[src/rtl/bist_lfsr_ctrl.sv]
`default_nettype none
// ============================================================================
// bist_lfsr_ctrl : Galois-LFSR pattern source + MISR compactor with golden compare.
// Optional macro BIST_SIG_OUT_EN exposes the MISR as `signature`.  Rev 1.0
// ============================================================================
module bist_lfsr_ctrl #(
  parameter int                LFSR_W     = 4,
  parameter logic [LFSR_W-1:0] LFSR_POLY  = 4'h3,
  parameter logic [LFSR_W-1:0] SEED       = 4'h1,
  parameter int                MISR_W     = 4,
  parameter logic [MISR_W-1:0] MISR_POLY  = 4'h3,
  parameter int                N_PATTERNS = 15,
  parameter logic [MISR_W-1:0] GOLDEN     = 4'h9
) (
  input  logic              clock,
  input  logic              reset,
  input  logic              bist_start,
  input  logic [MISR_W-1:0] cut_out,
  output logic [LFSR_W-1:0] cut_in,
  output logic              test_mode,
  output logic              bist_end,
  output logic              pass_nfail
`ifdef BIST_SIG_OUT_EN
  ,
  output logic [MISR_W-1:0] signature
`endif
);

  localparam int                CNT_W    = $clog2(N_PATTERNS + 1);
  localparam logic [CNT_W-1:0]  LAST_CNT = CNT_W'(N_PATTERNS - 1);

  typedef enum logic [2:0] {IDLE, INIT, RUN, CMP, DONE} state_t;

  state_t             state;
  logic [LFSR_W-1:0]  lfsr;
  logic [MISR_W-1:0]  misr;
  logic [CNT_W-1:0]   cnt;
  logic               start_q;
  logic               trigger;

  // An all-zero seed locks the LFSR at zero, so reject it at elaboration.
  if (SEED == '0) begin : g_seed_chk
    $error("bist_lfsr_ctrl: SEED must be nonzero");
  end

  assign trigger = bist_start & ~start_q;
  assign cut_in  = lfsr;

`ifdef BIST_SIG_OUT_EN
  assign signature = misr;
`endif

  always_ff @(posedge clock) begin
    if (!reset) begin
      state      <= IDLE;
      lfsr       <= '0;
      misr       <= '0;
      cnt        <= '0;
      start_q    <= 1'b0;
      test_mode  <= 1'b0;
      bist_end   <= 1'b0;
      pass_nfail <= 1'b0;
    end else begin
      start_q <= bist_start;
      case (state)
        IDLE, DONE: begin
          if (trigger) state <= INIT;
        end
        INIT: begin
          lfsr       <= SEED;
          misr       <= '0;
          cnt        <= '0;
          test_mode  <= 1'b1;
          bist_end   <= 1'b0;
          pass_nfail <= 1'b0;
          state      <= RUN;
        end
        RUN: begin
          misr <= ({misr[MISR_W-2:0], 1'b0} ^ (misr[MISR_W-1] ? MISR_POLY : '0)) ^ cut_out;
          lfsr <= {lfsr[LFSR_W-2:0], 1'b0} ^ (lfsr[LFSR_W-1] ? LFSR_POLY : '0);
          cnt  <= cnt + 1'b1;
          // cnt still holds the pre-increment index, so this edge absorbs the last pattern
          if (cnt == LAST_CNT) state <= CMP;
        end
        CMP: begin
          pass_nfail <= (misr == GOLDEN);
          bist_end   <= 1'b1;
          test_mode  <= 1'b0;
          state      <= DONE;
        end
        default: state <= IDLE;
      endcase
    end
  end

endmodule
`default_nettype wire

[config.mk]
export PLATFORM = sky130hd
export DESIGN_NAME = bist_lfsr_ctrl
export DESIGN_NICKNAME = d
export VERILOG_FILES = /design/src/rtl/bist_lfsr_ctrl.sv
export SDC_FILE = /design/constraint.sdc
export NUM_CORES = 1
export LEC_CHECK = 0
export CORE_MARGIN = 8
export CORE_UTILIZATION = 40
export DETAILED_ROUTE_END_ITERATION = 10
export PLACE_DENSITY = 0.66
export SKIP_CTS_REPAIR_TIMING = 1
export SLEW_MARGIN = 15
export SYNTH_ARGS = -nofsm -noshare
export SYNTH_HDL_FRONTEND = slang
export SYNTH_SLANG_ARGS = --single-unit
[constraint.sdc]
create_clock -name clock -period 1.5 [get_ports clock]
set_clock_uncertainty 0.2 [all_clocks]
set_input_delay 0.3 -clock clock [delete_from_list [all_inputs] [get_ports clock]]
set_output_delay 0.3 -clock clock [all_outputs]
set_load 0.02 [all_outputs]
Yosys cells after proc, flatten, opt, wreduce, memory -nomap -nowiden
Cells that the tools add are included.
{"block": "word_totals", "ff_bits": 19, "wordCells": 38}
{"block": "op_classes", "addsub": 1, "n_eq_ne": 8, "n_mux": 11, "bitwise": 5, "n_reduce_logical": 5}
{"cell": "$pmux W4 S2", "n": 3}
{"cell": "$pmux W3 S4", "n": 1}
{"cell": "$eq A4 B4 Y1 const B", "n": 2}
{"cell": "$xor A4 B2 Y4", "n": 2}
{"cell": "$eq A3 B2 Y1 const B", "n": 2}
{"cell": "$mux W3", "n": 2}
{"cell": "$pmux W1 S2", "n": 3}
{"cell": "$add A4 B1 Y4 const B", "n": 1}
{"cell": "$mux W2", "n": 2}
{"cell": "$ne A2 B2 Y1 const B", "n": 2}
{"cell": "$reduce_bool A2 Y1", "n": 2}
{"cell": "$xor A4 B4 Y4", "n": 1}
{"cell": "$eq A3 B1 Y1 const B", "n": 1}
{"cell": "$eq A3 B3 Y1 const B", "n": 1}
{"cell": "$logic_not A3 Y1", "n": 1}
{"cell": "$reduce_and A2 Y1", "n": 1}
{"cell": "$reduce_or A2 Y1", "n": 1}
{"cell": "$and A1 B1 Y1", "n": 1}
{"cell": "$not A1 Y1", "n": 1}

Longest topological paths before layout
Gate-level depths: netlist of the first run.
{"block": "logic_depth", "word_depth": 4, "ltp_mapped": 5, "depth_no_buf": 5}

Worst setup path before layout of the first run
Ideal clock, no wire load.
{"block": "synth_path", "path_kind": "flip-flop to flip-flop", "from": "reg cnt[0]", "to": "reg cnt[2]", "setup_ps": 59, "t_arrival_ps": 1052, "t_required_ps": 1241, "path_slack_ps": 188, "path_stages_with_launch": 6, "path_buffers": 0, "period_less_slack_ps": 1312, "path_cell_list": "dfxtp_1 ha_1 nor4bb_1 a21oi_1 o22ai_1 and2_1"}
{"block": "synth_between", "elab_chain_len": 2}
{"element": "from (decl)", "line_no": "37", "source": "logic [CNT_W-1:0] cnt;"}
{"element": "from (signal assigned)", "line_no": "81", "source": "cnt <= cnt + 1'b1;"}
{"element": "$add A4 B1 Y4", "line_no": "81"}
{"element": "$pmux W4 S2", "line_no": "65", "source": "case (state)"}
No other way between the ends.
A chain may end at the register's enable or synchronous reset.

Worst setup path after layout of the first run
Same ends and word-level chain as after synthesis.

==> flow_metrics.tcl, run 1 <==
set metrics [dict create \
    yosysTopAreaCellShare_pct 43.0 \
    ys_ff_latch 19 \
    pin_count 14 \
    max_slew_margin_pct 79.9 \
    clock-sinks 19 \
    yosys_warnings 0 \
    slew_viol_final 0 \
    firstDrtPassIters 4 \
    hold_path_class "flip-flop to flip-flop" \
    layout_setup_ws_ns 0.0514 \
    synthDistinctLibCells 32 \
    die_h_um 63.0 \
    wire_per_inst_um 13.3 \
    min_period_over_period_pct 96.6 \
    antenna_left 0 \
    hpwl_mm 1.32 \
    clockRootBuffer "clkbuf_4" \
    seq_area_frac_synth_pct 43.0 \
    final_area_um2 1140 \
    wirelength_mm 1.86 \
    clkTransAtPathRegs_ns 0.11 \
    seqCellArea_um2 382 \
    cts_buffers 3 \
    cap_violations 0 \
    synth_area_um2 885 \
    dr_wl_met2_um 848 \
    synth_area_leaders "dfxtp_1 43%, nor2b_1 6.4%, a22oi_1 5.1%" \
    nets 122 \
    route.met3.wl_um 71 \
    grt_pass1_vias 743 \
    highest_layer "met4" \
    gr-total-overflow 0 \
    io_buffers 13 \
    fmax_ghz 0.690 \
    hold_slack_ns 0.272 \
    stdcell_count 140 \
    synth_top_family_by_area "simple AND/OR/NAND/NOR gates" \
    status "complete, no violations" \
    die_w_um 63.0 \
    dr_total_vias 703 \
    drc 0 \
    floorplan.initialDensity_pct 41.2 \
    grt_antenna_before_repair 0 \
    endpoint_kind "flip-flop" \
    coreArea_um2 2150 \
    setup_viol 0 \
    synth_xor_area_share_pct 6.93 \
    placed_area_um2 1080 \
    clkLatencyLatePin_ns 0.29 \
    start_kind "flip-flop" \
    synth_compound_area_share_pct 15.4 \
    grt_pass1_wl_mm 3.24 \
    drt-vias-per-instance 5.02 \
    avgSynthCellArea_um2 9.41 \
    drive_gt1_share_pct 16.1 \
    fin_crit_ns 1.45 \
    wl_met1_um 919 \
    fillers 214 \
    drt_iter0_drc 10 \
    antenna_cells 0 \
    syn_to_final_growth_pct 29.4 \
    finalHoldViolations 0 \
    crit_required_ns 1.55 \
    synth_area_leader_cell "dfxtp_1" \
    design.die.area_um2 3970 \
    yosys.area_share.simple_pct 27.4 \
    muxShareOfSynthArea_pct 0 \
    clk_path_buf_depth 2 \
    gp_congestion 0.766 \
    multi_input_area_um2 484 \
    power.density_nw_per_um2 854 \
    p_leak_nw 0.549 \
    cp.arrival_ns 1.49 \
    htreeDepth 1 \
    cts_tree "done" \
    path_class "flip-flop to flip-flop" \
    place_inst 136 \
    grt_start_max_net_pins 13 \
    rows 17 \
    worst_pin_slew_ns 0.302 \
    synthAdderAreaFrac_pct 2.83 \
    pre_cts_ws_ns 0.0419 \
    netlist_instances 94 \
    critical_path_peak_fanout 5 \
    synth_fp_nets 103 \
    ir_drop_uv 575 \
    grt_usage_pct 10.0 \
]
## cell usage after synthesis
cell / n
a21boi_1: 2
a21oi_1: 4
a22oi_1: 6
and2_1: 4
and3b_1: 1
buf_2: 1
buf_4: 2
clkbuf_1: 2
dfxtp_1: 19
ha_1: 2
inv_1: 3
nand2_1: 3
nand2b_1: 3
nand2b_2: 1
nand2b_4: 1
nand3_1: 6
nor2_1: 3
nor2_4: 1
nor2b_1: 9
nor3_1: 1
nor3b_1: 1
nor4_1: 2
nor4bb_1: 1
o211a_1: 1
o21ai_0: 1
o221a_1: 1
o22ai_1: 2
o2bb2ai_1: 1
o31a_1: 1
or2_1: 2
xnor2_1: 2
xor2_1: 5
## cell type report
class                      count  area share (%)
tap                           28            3.06
inverter                       3           0.984
clock buffer                   3            1.97
sequential                    19            33.3
multi-input combinational     67            42.3
clock inverter                 1           0.437
timing repair buffer          19            17.9
## per-layer routing
layer,track usage (%),up-vias
li1,-,361
met4,6.27,0
met5,0,-
met3,2.87,2
met1,12.0,328
met2,15.2,12
## path summary, 6_finish.rpt
check	startpoint	to	slack, ns	cells after the start
worst max-delay path	cnt[0]$_SDFFE_PN0P_	cnt[2]$_SDFFE_PN0P_	0.05	5
worst min-delay path	bist_end$_SDFFE_PN0P_	bist_end$_SDFFE_PN0P_	0.27	2
worst max register to register	cnt[0]$_SDFFE_PN0P_	cnt[2]$_SDFFE_PN0P_	0.05	5
worst min register to register	bist_end$_SDFFE_PN0P_	bist_end$_SDFFE_PN0P_	0.27	2
## where the power goes
group	internal, mW	switching [mW]	total [mW]	leakage (nW)
registers	0.526	0.0208	0.547	0.155
logic	0.0902	0.0855	0.176	0.376
clock network	0.0992	0.155	0.254	0.0177
## cells by family (layout without fill, tap and decap cells)
| logic type | Yosys count | in the layout |
|---|---|---|
| buffers and inverters | 8 | 26 |
| AO/OA/AOI/OAI | 19 | 19 |
| XOR/XNOR | 7 | 7 |
| flip-flops | 19 | 19 |
| AND/OR/NAND/NOR | 39 | 39 |
| adder cells (fa/ha/maj) | 2 | 2 |
## placed cells by master, fill, tap and decap left out, drive strengths merged, types with 2 or more instances in the layout
cell type / count
dfxtp: 19
o22ai: 2
xor2: 5
nand2b: 5
a21oi: 4
inv: 3
nand3: 6
a21boi: 2
clkdlybuf4s50: 6
nand2: 3
or2: 2
xnor2: 2
clkbuf: 3
buf: 6
dlymetal6s2s: 7
nor2: 4
nor2b: 9
nor4: 2
a22oi: 6
and2: 4
ha: 2
## sequential cells by signal, indices dropped and copies added (netlist names)
name	flops
state	3
bist_end	1
test_mode	1
misr	4
start_q	1
pass_nfail	1
cut_in	4
cnt	4
## stage by stage
stage / utilization, % / setup TNS, ns / power [mW]
CTS: 51.5 / -2.00 / 0.990
global route: 53.3 / -0.00411 / 1.04
finish: 53.3 / 0 / 0.977
global placement: 50.3 / 0 / 0.726
floorplan: - / 0 / 0.661
detailed placement: 50.3 / 0 / 0.730
## worst max-delay path, stage by stage, from the launching register on
cell and delay, ns:
dfxtp_1 0.41, ha_1 0.19, nor4bb_1 0.27, a21oi_1 0.07, o22ai_1 0.13, and2_1 0.13
(Power assumes the default switching activity.)
==> run 2, diff against run 1 <==
--- a/config.mk
+++ b/config.mk
@@ -5,11 +5,12 @@
 export SDC_FILE = /design/constraint.sdc
 export NUM_CORES = 1
 export LEC_CHECK = 0
-export CORE_MARGIN = 8
+export CORE_MARGIN = 1.5
 export CORE_UTILIZATION = 40
 export DETAILED_ROUTE_END_ITERATION = 10
 export PLACE_DENSITY = 0.66
 export SKIP_CTS_REPAIR_TIMING = 1
+export SKIP_LAST_GASP = 1
 export SLEW_MARGIN = 15
 export SYNTH_ARGS = -nofsm -noshare
 export SYNTH_HDL_FRONTEND = slang
==> flow_metrics.tcl, run 2 (synthesized netlist as in run 1, its figures left out) <==
set metrics [dict create \
    totalPowerFinal_mw 0.984 \
    finalHoldViolations 0 \
    holdPathStages 2 \
    post-route-util_pct 56.8 \
    layout_commonest_cell "dfxtp_1" \
    crit_family "flip-flops" \
    antenna_left 0 \
    path_buf_inv 0 \
    pin_count 14 \
    drc 0 \
    max_slew_margin_pct 80.3 \
    cp.arrival_ns 1.44 \
    reg2reg_depth 5 \
    grt_usage_pct 16.6 \
    rows 16 \
    gp_congestion 0.719 \
    start_kind "flip-flop" \
    syn_to_final_growth_pct 29.8 \
    gr-total-overflow 0 \
    fin_crit_ns 1.44 \
    antenna_cells 0 \
    clock-sinks 19 \
    hold_path_end "bist_end$_SDFFE_PN0P_" \
    crit_required_ns 1.51 \
    ir_drop_uv 520 \
    die_w_um 50.0 \
    slowest_delay_ns 0.37 \
    clkTransAtPathRegs_ns 0.11 \
    r2r-end "cnt[2]$_SDFFE_PN0P_" \
    path_class "flip-flop to flip-flop" \
    stdcell_count 140 \
    nets 123 \
    r2r_setup_slack_ns 0.06 \
    grt_antenna_before_repair 0 \
    coreArea_um2 2020 \
    floorplan.initialDensity_pct 43.7 \
    power.density_nw_per_um2 856 \
    place_inst 136 \
    most-common-layout-cells "16 x dfxtp_1, 9 x nor2b_1, 7 x dlymetal6s2s_1" \
    wire_per_inst_um 12.9 \
    io_buffers 13 \
    worst_pin_slew_ns 0.295 \
    hold_path_class "flip-flop to flip-flop" \
    firstDrtPassIters 4 \
    setup_viol 0 \
    status "complete, no violations" \
    clk_path_buf_depth 2 \
    htreeDepth 1 \
    crit_path_cell_trace "ha_1, nor4bb_2, a21oi_1, o22ai_1, and2_1" \
    clockRootBuffer "clkbuf_4" \
    hpwl_mm 1.26 \
    grt_start_max_net_pins 14 \
    critical_path_peak_fanout 5 \
    dr_total_vias 708 \
    hold_path_startpoint "bist_end$_SDFFE_PN0P_" \
    grt_pass1_wl_mm 3.11 \
    drt-vias-per-instance 5.06 \
    rsz0062_at_grt "false" \
    drt_iter0_drc 15 \
    endpoint_kind "flip-flop" \
    fmax_ghz 0.697 \
    drive_gt1_share_pct 16.8 \
    cts_tree "done" \
    p_leak_nw 0.555 \
    reg2reg_from "cnt[0]$_SDFFE_PN0P_" \
    slowest_stage "dfxtp_4" \
    design.die.area_um2 2500 \
    slew_viol_final 0 \
    grt_pass1_vias 712 \
    cts_buffers 3 \
    wirelength_mm 1.80 \
    setup_tns_ns 0 \
    die_h_um 50.0 \
    cap_violations 0 \
    hold_slack_ns 0.261 \
    clkLatencyLatePin_ns 0.30 \
    min_period_over_period_pct 95.7 \
]
[run 2: changes by cell type in the layout (fill, tap and decap cells not counted)]
cell / previous run / this run
dfxtp_1: 18 / 16
nor2b_2: 1 / 0
nor4bb_2: 0 / 1
xor2_1: 4 / 5
nor4bb_1: 1 / 0
nor4_2: 1 / 0
nor4_1: 1 / 2
nor2b_1: 8 / 9
buf_4: 5 / 6
xor2_2: 1 / 0
dfxtp_4: 0 / 2
[run 2: through the flow]
step / area, µm² / worst slack [ns]
6_report: 1150 / 0.0646
3_5_place_dp: 1090 / 0.0263
2_1_floorplan: 885 / 0.188
3_3_place_gp: 1090 / 0.0488
4_1_cts: 1110 / -0.301
5_1_grt: 1150 / 0.00398
[run 2: area by class of cell]
class / count / area, µm²
tap: 27 / 33.8
clock buffer: 3 / 22.5
timing repair buffer: 20 / 213
multi-input combinational: 67 / 474
fill: 195 / 873
clock inverter: 1 / 5.00
inverter: 3 / 11.3
sequential: 19 / 389
[run 2: routing by layer]
layer  up-vias  routed length, µm  global-route usage, %
li1        364                  -                      -
met1       323                807                   20.1
met3         5                 78                   3.64
met4         0                 37                   9.26
met2        16                875                   27.0
met5         -                  0                      0
[run 2: power by group]
| part | internal (mW) | switching [mW] | leakage (nW) |
|---|---|---|---|
| logic | 0.0910 | 0.0854 | 0.381 |
| clock network | 0.0996 | 0.165 | 0.0177 |
| registers | 0.525 | 0.0179 | 0.156 |
[run 2: how the worst max path moves through the flow]
stage / from / endpoint / slack, ns / depth (start not counted)
global route: cnt[0]$_SDFFE_PN0P_ / cnt[2]$_SDFFE_PN0P_ / 0.004 / 5
global placement: cut_in[1]$_SDFFE_PN0P_ / cut_in[1] / 0.05 / 1
detailed placement: bist_start / state[0]$_SDFFE_PN0P_ / 0.03 / 4
finish: cnt[0]$_SDFFE_PN0P_ / cnt[2]$_SDFFE_PN0P_ / 0.06 / 5
floorplan: cnt[0]$_SDFFE_PN0P_ / cnt[2]$_SDFFE_PN0P_ / 0.19 / 5
CTS: cut_in[3]$_SDFFE_PN0P_ / cut_in[3] / -0.30 / 1
[run 2: worst register-to-register path, stage by stage, from the launching register on]
cell      delay [ns]
dfxtp_4         0.37
ha_1            0.21
nor4bb_2        0.17
a21oi_1         0.12
o22ai_1         0.09
and2_1          0.18
